**src/rtl/debug_read_axi_if.sv**
```systemverilog
// Simplified AXI-style read channel (AR/R) between a debug host and the capture read port.
interface debug_read_axi_if;
    logic [1:0]  araddr;
    logic        arvalid;
    logic        arready;
    logic [31:0] rdata;
    logic [1:0]  rresp;
    logic        rvalid;
    logic        rready;

    modport master (
        output araddr, arvalid, rready,
        input  arready, rdata, rresp, rvalid
    );

    modport slave (
        input  araddr, arvalid, rready,
        output arready, rdata, rresp, rvalid
    );
endinterface

```
**src/rtl/debug_read_axi.sv**
```systemverilog
// Host read port for the debug capture path: buffers captured words in a FIFO and
// returns data, status and overflow statistics over a simplified AR/R read channel.
//
// state     | meaning
// ----------+-------------------------------------------------------------
// ST_IDLE   | arready high, waiting for an AR; response computed on accept
// ST_RESP   | rvalid high, rdata/rresp held until the host takes them
module debug_read_axi #(
    parameter int DATA_WIDTH = 14,
    parameter int DEPTH_LOG2 = 4
) (
    input  logic                  clock_50,
    input  logic                  reset_n,
    input  logic                  capture_valid,
    input  logic [DATA_WIDTH-1:0] data_stand,
    debug_read_axi_if.slave       bus
);

    localparam int DEPTH = 1 << DEPTH_LOG2;
    localparam logic [DEPTH_LOG2:0] FULL_COUNT = (DEPTH_LOG2 + 1)'(DEPTH);

    typedef enum logic {
        ST_IDLE,
        ST_RESP
    } state_t;

    state_t                state_q, state_d;
    logic [DATA_WIDTH-1:0] mem [DEPTH];
    logic [DEPTH_LOG2-1:0] wr_ptr_q, rd_ptr_q;
    logic [DEPTH_LOG2:0]   count_q;
    logic                  ovf_q;
    logic [7:0]            ovf_cnt_q;
    logic [31:0]           rdata_q;
    logic [1:0]            rresp_q;

    logic        accept;
    logic        full, empty;
    logic        push, drop, pop, clear;
    logic [31:0] status;
    logic [31:0] resp_data;
    logic [1:0]  resp_code;

    assign full  = (count_q == FULL_COUNT);
    assign empty = (count_q == '0);

    // A pop in the same cycle never frees room for a push: full means drop.
    assign push  = capture_valid && !full;
    assign drop  = capture_valid && full;
    assign pop   = accept && (bus.araddr == 2'd0) && !empty;
    assign clear = accept && (bus.araddr == 2'd2);

    always_ff @(posedge clock_50 or negedge reset_n) begin
        if (!reset_n) begin
            state_q <= ST_IDLE;
        end else begin
            state_q <= state_d;
        end
    end

    always_comb begin
        state_d = state_q;
        accept  = 1'b0;
        case (state_q)
            ST_IDLE: begin
                if (bus.arvalid) begin
                    accept  = 1'b1;
                    state_d = ST_RESP;
                end
            end
            ST_RESP: begin
                if (bus.rready) begin
                    state_d = ST_IDLE;
                end
            end
            default: state_d = ST_IDLE;
        endcase
    end

    assign bus.arready = (state_q == ST_IDLE);
    assign bus.rvalid  = (state_q == ST_RESP);
    assign bus.rdata   = rdata_q;
    assign bus.rresp   = rresp_q;

    always_comb begin
        status                 = '0;
        status[DEPTH_LOG2:0]   = count_q;
        status[8]              = empty;
        status[9]              = full;
        status[10]             = ovf_q;
        status[23:16]          = ovf_cnt_q;
    end

    always_comb begin
        resp_data = '0;
        resp_code = 2'b00;
        case (bus.araddr)
            2'd0: begin
                if (empty) begin
                    resp_code = 2'b10;
                end else begin
                    resp_data = 32'(mem[rd_ptr_q]);
                end
            end
            2'd1, 2'd2: resp_data = status;
            default:    resp_code = 2'b10;
        endcase
    end

    always_ff @(posedge clock_50) begin
        if (push) begin
            mem[wr_ptr_q] <= data_stand;
        end
    end

    always_ff @(posedge clock_50 or negedge reset_n) begin
        if (!reset_n) begin
            wr_ptr_q <= '0;
            rd_ptr_q <= '0;
            count_q  <= '0;
        end else begin
            if (push) begin
                wr_ptr_q <= wr_ptr_q + 1'b1;
            end
            if (pop) begin
                rd_ptr_q <= rd_ptr_q + 1'b1;
            end
            case ({push, pop})
                2'b10:   count_q <= count_q + 1'b1;
                2'b01:   count_q <= count_q - 1'b1;
                default: count_q <= count_q;
            endcase
        end
    end

    // A drop landing on the same cycle as a read-to-clear leaves one counted drop.
    always_ff @(posedge clock_50 or negedge reset_n) begin
        if (!reset_n) begin
            ovf_q     <= 1'b0;
            ovf_cnt_q <= '0;
        end else if (drop) begin
            ovf_q     <= 1'b1;
            if (clear) begin
                ovf_cnt_q <= 8'd1;
            end else if (ovf_cnt_q != 8'hFF) begin
                ovf_cnt_q <= ovf_cnt_q + 8'd1;
            end
        end else if (clear) begin
            ovf_q     <= 1'b0;
            ovf_cnt_q <= '0;
        end
    end

    always_ff @(posedge clock_50 or negedge reset_n) begin
        if (!reset_n) begin
            rdata_q <= '0;
            rresp_q <= 2'b00;
        end else if (accept) begin
            rdata_q <= resp_data;
            rresp_q <= resp_code;
        end
    end

endmodule

```
**src/flat_wrapper.sv**
```systemverilog
// flat-port wrapper written by rule: the top's interface ports become plain ports
module debug_read_axi_flat 
#(
    parameter int DATA_WIDTH = 14,
    parameter int DEPTH_LOG2 = 4
)
  (clock_50, reset_n, capture_valid, data_stand, bus_araddr, bus_arvalid, bus_rready, bus_arready, bus_rdata, bus_rresp, bus_rvalid);
  debug_read_axi_if bus_i ();
  input  logic clock_50;
  input  logic reset_n;
  input  logic capture_valid;
  input  logic [DATA_WIDTH-1:0] data_stand;
  input wire logic [$bits(bus_i.araddr)-1:0] bus_araddr;
  input wire logic [$bits(bus_i.arvalid)-1:0] bus_arvalid;
  input wire logic [$bits(bus_i.rready)-1:0] bus_rready;
  output wire logic [$bits(bus_i.arready)-1:0] bus_arready;
  output wire logic [$bits(bus_i.rdata)-1:0] bus_rdata;
  output wire logic [$bits(bus_i.rresp)-1:0] bus_rresp;
  output wire logic [$bits(bus_i.rvalid)-1:0] bus_rvalid;
  assign bus_i.araddr = bus_araddr;
  assign bus_i.arvalid = bus_arvalid;
  assign bus_i.rready = bus_rready;
  assign bus_arready = bus_i.arready;
  assign bus_rdata = bus_i.rdata;
  assign bus_rresp = bus_i.rresp;
  assign bus_rvalid = bus_i.rvalid;
  debug_read_axi #(.DATA_WIDTH(DATA_WIDTH), .DEPTH_LOG2(DEPTH_LOG2)) u_core (.clock_50(clock_50), .reset_n(reset_n), .capture_valid(capture_valid), .data_stand(data_stand), .bus(bus_i));
endmodule
```
**config.mk**
```make
export PLATFORM = sky130hd
export DESIGN_NAME = debug_read_axi_flat
export DESIGN_NICKNAME = d
export VERILOG_FILES = /design/src/rtl/debug_read_axi_if.sv /design/src/rtl/debug_read_axi.sv /design/src/flat_wrapper.sv
export SDC_FILE = /design/constraint.sdc
export NUM_CORES = 1
export LEC_CHECK = 0
export BUFFER_PORTS_ARGS = -buffer_cell sky130_fd_sc_hd__buf_4
export CAP_MARGIN = 20
export CORE_MARGIN = 10
export CORE_UTILIZATION = 55
export CTS_BUF_LIST = sky130_fd_sc_hd__clkbuf_8
export DETAILED_ROUTE_END_ITERATION = 6
export PLACE_DENSITY = 0.77
export SYNTH_ARGS = -nofsm -noshare
export SYNTH_HDL_FRONTEND = slang
export SYNTH_SLANG_ARGS = --single-unit
```
**constraint.sdc**
```tcl
create_clock -name clock_50 -period 8.1 [get_ports clock_50]
set_input_delay 0.81 -clock clock_50 [delete_from_list [all_inputs] [get_ports clock_50]]
set_output_delay 0.81 -clock clock_50 [all_outputs]
set_load 0.005 [all_outputs]
```
==> reports/results.ini <==
[worst_setup_path]
cp-end-kind=register
crit_path_start=u_core.count_q[1]
endpoint=u_core.count_q[4]
worstPathMaxFanout=17
arrival_ps=3670
timing.rr.start=u_core.count_q[1]
crit_required_ps=8520
r2r-end=u_core.count_q[4]
crit_path_start_kind=register
worstSetupPathType=reg -> reg
rrSetupSlack_ps=4850
reg2regPathDepth=9

[clock_network]
numCtsBuffers=42
tritoncts=built
clk_latency_ps=550
h-tree-depth=2
cts_max_path_buffers=3
clockRootBuffer=clkbuf_8
postCtsHoldBufs=0
clock_sinks=270
path_clk_slew_ps=60
cts_setup_buffers=0
cts-resized-gates=0

[pwr]
p_leak_nw=4.40
irDropWorstVdd_uv=173
power_per_cell_area_mw_per_mm2=319

[floorplanning]
die-height_um=161
die_x_um=161
die_area_sq_mm=0.0260
ios=57
core_region_area_sq_mm=0.0195
rows=51
initial_core_util_pct=56.1

[timing]
hold_viol_final=0
relSlewSlack_pct=35.1
fin_setup_tns_ps=0
final-setup-viol-count=0
finalClockSkew_ps=37.0
hold_ws_ps=283
worstMarginPinSlew_ps=969
period_minus_slack_ps=3250
max_freq_mhz=307
fin_crit_sh_pct=40.2
slew_violations=0
rsz0062_at_grt=no

[global_route]
grt_overflow_total=0
grt_usage_pct=17.6
antenna_found_initial=0
use_met1_pct=22.0
met2_usage_pct=29.4
grt_pass1_wl_mm=35.6
use_met3_pct=4.17
grt_pass1_vias=6106
top_usage_layer=met2
grt_max_degree=60

[route]
viasPerCell=5.98
drtAntennaViolNets=0
drc=0
wl_per_cell_um=23.4
drtIter0Drc=451
routed_wl_mm=22.6
drtPass1Iterations=5
vias=5762

[cells_and_area]
regArea_sq_mm=0.00788
stdcell_area_sq_mm=0.0124
multiInputGateArea_sq_mm=0.00285
syn_to_final_growth_pct=13.5
final_nets=700
drive_gt1_share_pct=28.2
diodes=0
nFillCells=1333

[logic_synthesis]
ys_top_cells_by_area=edfxtp_1 (61%), mux4_2 (11%), dfrtp_1 (11%)
ys_warn_count=0
synth_area_leader_cell=edfxtp_1
synth_seq_area_share_pct=71.9
synth_flop_cell=edfxtp_1
syn-cell-area_sq_mm=0.0110
synth_cell_types=52
syn_area_per_cell_sq_um=18.5
async_flop_share_pct=17.0
syn_inst=591
synth_top_area_share_pct=61.4
synth_seq_cells=270
synth_edf_count=224

[status]
outcome=completed

[placed_design]
portBuffers=45
placed_area_sq_mm=0.0116
dpl.hpwl_mm=14.1
place_congestion=0.858

[min_path]
hold_class=in -> async

[run]
cap_violations=0

==> sequential cells by signal, indices dropped and copies added, names as in the netlist <==
name	count
u_core.ovf_cnt_q	8
u_core.bus.rvalid	1
u_core.ovf_q	1
u_core.wr_ptr_q	4
u_core.count_q	5
u_core.bus.rresp	1
u_core.bus.rdata	22
u_core.mem	224
u_core.rd_ptr_q	4
==> where the power goes <==
group | total [mW] | leakage, nW | internal (mW) | switching, mW
Combinational | 1.02 | 1.30 | 0.490 | 0.526
Sequential | 1.82 | 2.63 | 1.69 | 0.138
Clock | 1.13 | 0.468 | 0.627 | 0.503
Total | 3.97 | 4.40 | 2.80 | 1.17
==> worst min path at each step <==
stage / cells after the start / slack, ps / endpoint / from
3_5_place_dp: 2 / 480 / u_core.ovf_q / u_core.ovf_q
4_1_cts: 1 / 290 / u_core.bus.rdata[13] / reset_n
6_report: 1 / 280 / u_core.bus.rdata[3] / reset_n
5_1_grt: 1 / 330 / u_core.rd_ptr_q[2] / reset_n
2_1_floorplan: 2 / 450 / u_core.ovf_q / u_core.ovf_q
3_3_place_gp: 2 / 470 / u_core.ovf_q / u_core.ovf_q
==> cells by family after synthesis <==
| kind of cell | count (synthesis) | synth area share, % |
|---|---|---|
| AOI/OAI and AO/OA | 63 | 4.44 |
| xor gates and xnor gates | 11 | 0.880 |
| adders and majority gates | 12 | 1.37 |
| buffers and inverters | 51 | 2.58 |
| DFF | 270 | 71.9 |
| muxes | 90 | 14.3 |
| other | 1 | 0.0342 |
| and+or+nand+nor | 93 | 4.49 |
==> synth_stat cells (4+ instances only) <==
cell type	instances
o221ai_1	5
nand2b_1	6
a22o_1	9
nor2_1	18
nor3_1	8
nand3_1	13
dfrtp_1	46
buf_2	16
inv_1	8
o21ai_0	4
clkbuf_1	6
xnor2_1	6
ha_1	12
mux4_2	52
nor2b_1	5
mux2_2	10
a22oi_1	12
mux2i_1	28
buf_1	4
xor2_1	5
buf_4	15
edfxtp_1	224
o211ai_1	10
a21oi_1	8
nand2_1	24
==> worst max-delay path, stage by stage, from the launching register on <==
cell and delay (ps):
dfrtp_1 500, or4_4 570, o211a_4 320, ha_1 350, xor2_1 200, ha_1 250, nor4b_1 300, mux2i_1 140
o211a_1 140, a2111oi_0 350
==> layout by cell type, fill, tap and decap left out, types with 4 or more instances in the layout <==
| master | synthesis | layout |
|---|---|---|
| a22o_1 | 9 | 9 |
| buf_4 | 15 | 64 |
| inv_1 | 8 | 20 |
| conb_1 | 1 | 11 |
| o211ai_1 | 10 | 10 |
| a22oi_1 | 12 | 12 |
| mux4_2 | 52 | 52 |
| a21oi_1 | 8 | 8 |
| nor3_1 | 8 | 4 |
| dfrtp_1 | 46 | 44 |
| nand2_1 | 24 | 24 |
| o21ai_0 | 4 | 4 |
| nand3_1 | 13 | 13 |
| nor3_2 | 0 | 4 |
| clkbuf_8 | 0 | 47 |
| xnor2_1 | 6 | 6 |
| mux2i_1 | 28 | 28 |
| xor2_1 | 5 | 5 |
| o221ai_1 | 5 | 5 |
| nor2_1 | 18 | 18 |
| ha_1 | 12 | 12 |
| nand2b_1 | 6 | 6 |
| edfxtp_1 | 224 | 224 |
| mux2_2 | 10 | 10 |
| clkinv_1 | 0 | 10 |
| nor2b_1 | 5 | 5 |
==> stage by stage <==
stage	worst slack, ps	std cells	util [%]	total power [mW]
after floorplan	5040	601	-	2.56
after global placement	4980	887	59.3	2.83
after detailed placement	4800	887	59.3	2.87
after CTS	4880	963	63.6	4.00
after global routing	4770	964	63.7	4.15
final	4850	964	63.7	3.97
==> per-layer routing <==
layer	wire length, um	share of wire, %
met1	8840	39
met2	11500	51
met4	515	2.3
met5	0	0
met3	1730	7.7
==> final cells by class <==
cell class              instances  share of cell area [%]
inverters                       8                   0.242
clock buffers                  47                    5.20
flip-flops and latches        270                    63.4
well taps                     265                    2.67
repair buffers                 65                    3.96
clock inverters                29                    1.59
multi-input cells             280                    22.9
No activity file was read; power rests on OpenSTA's default activity.
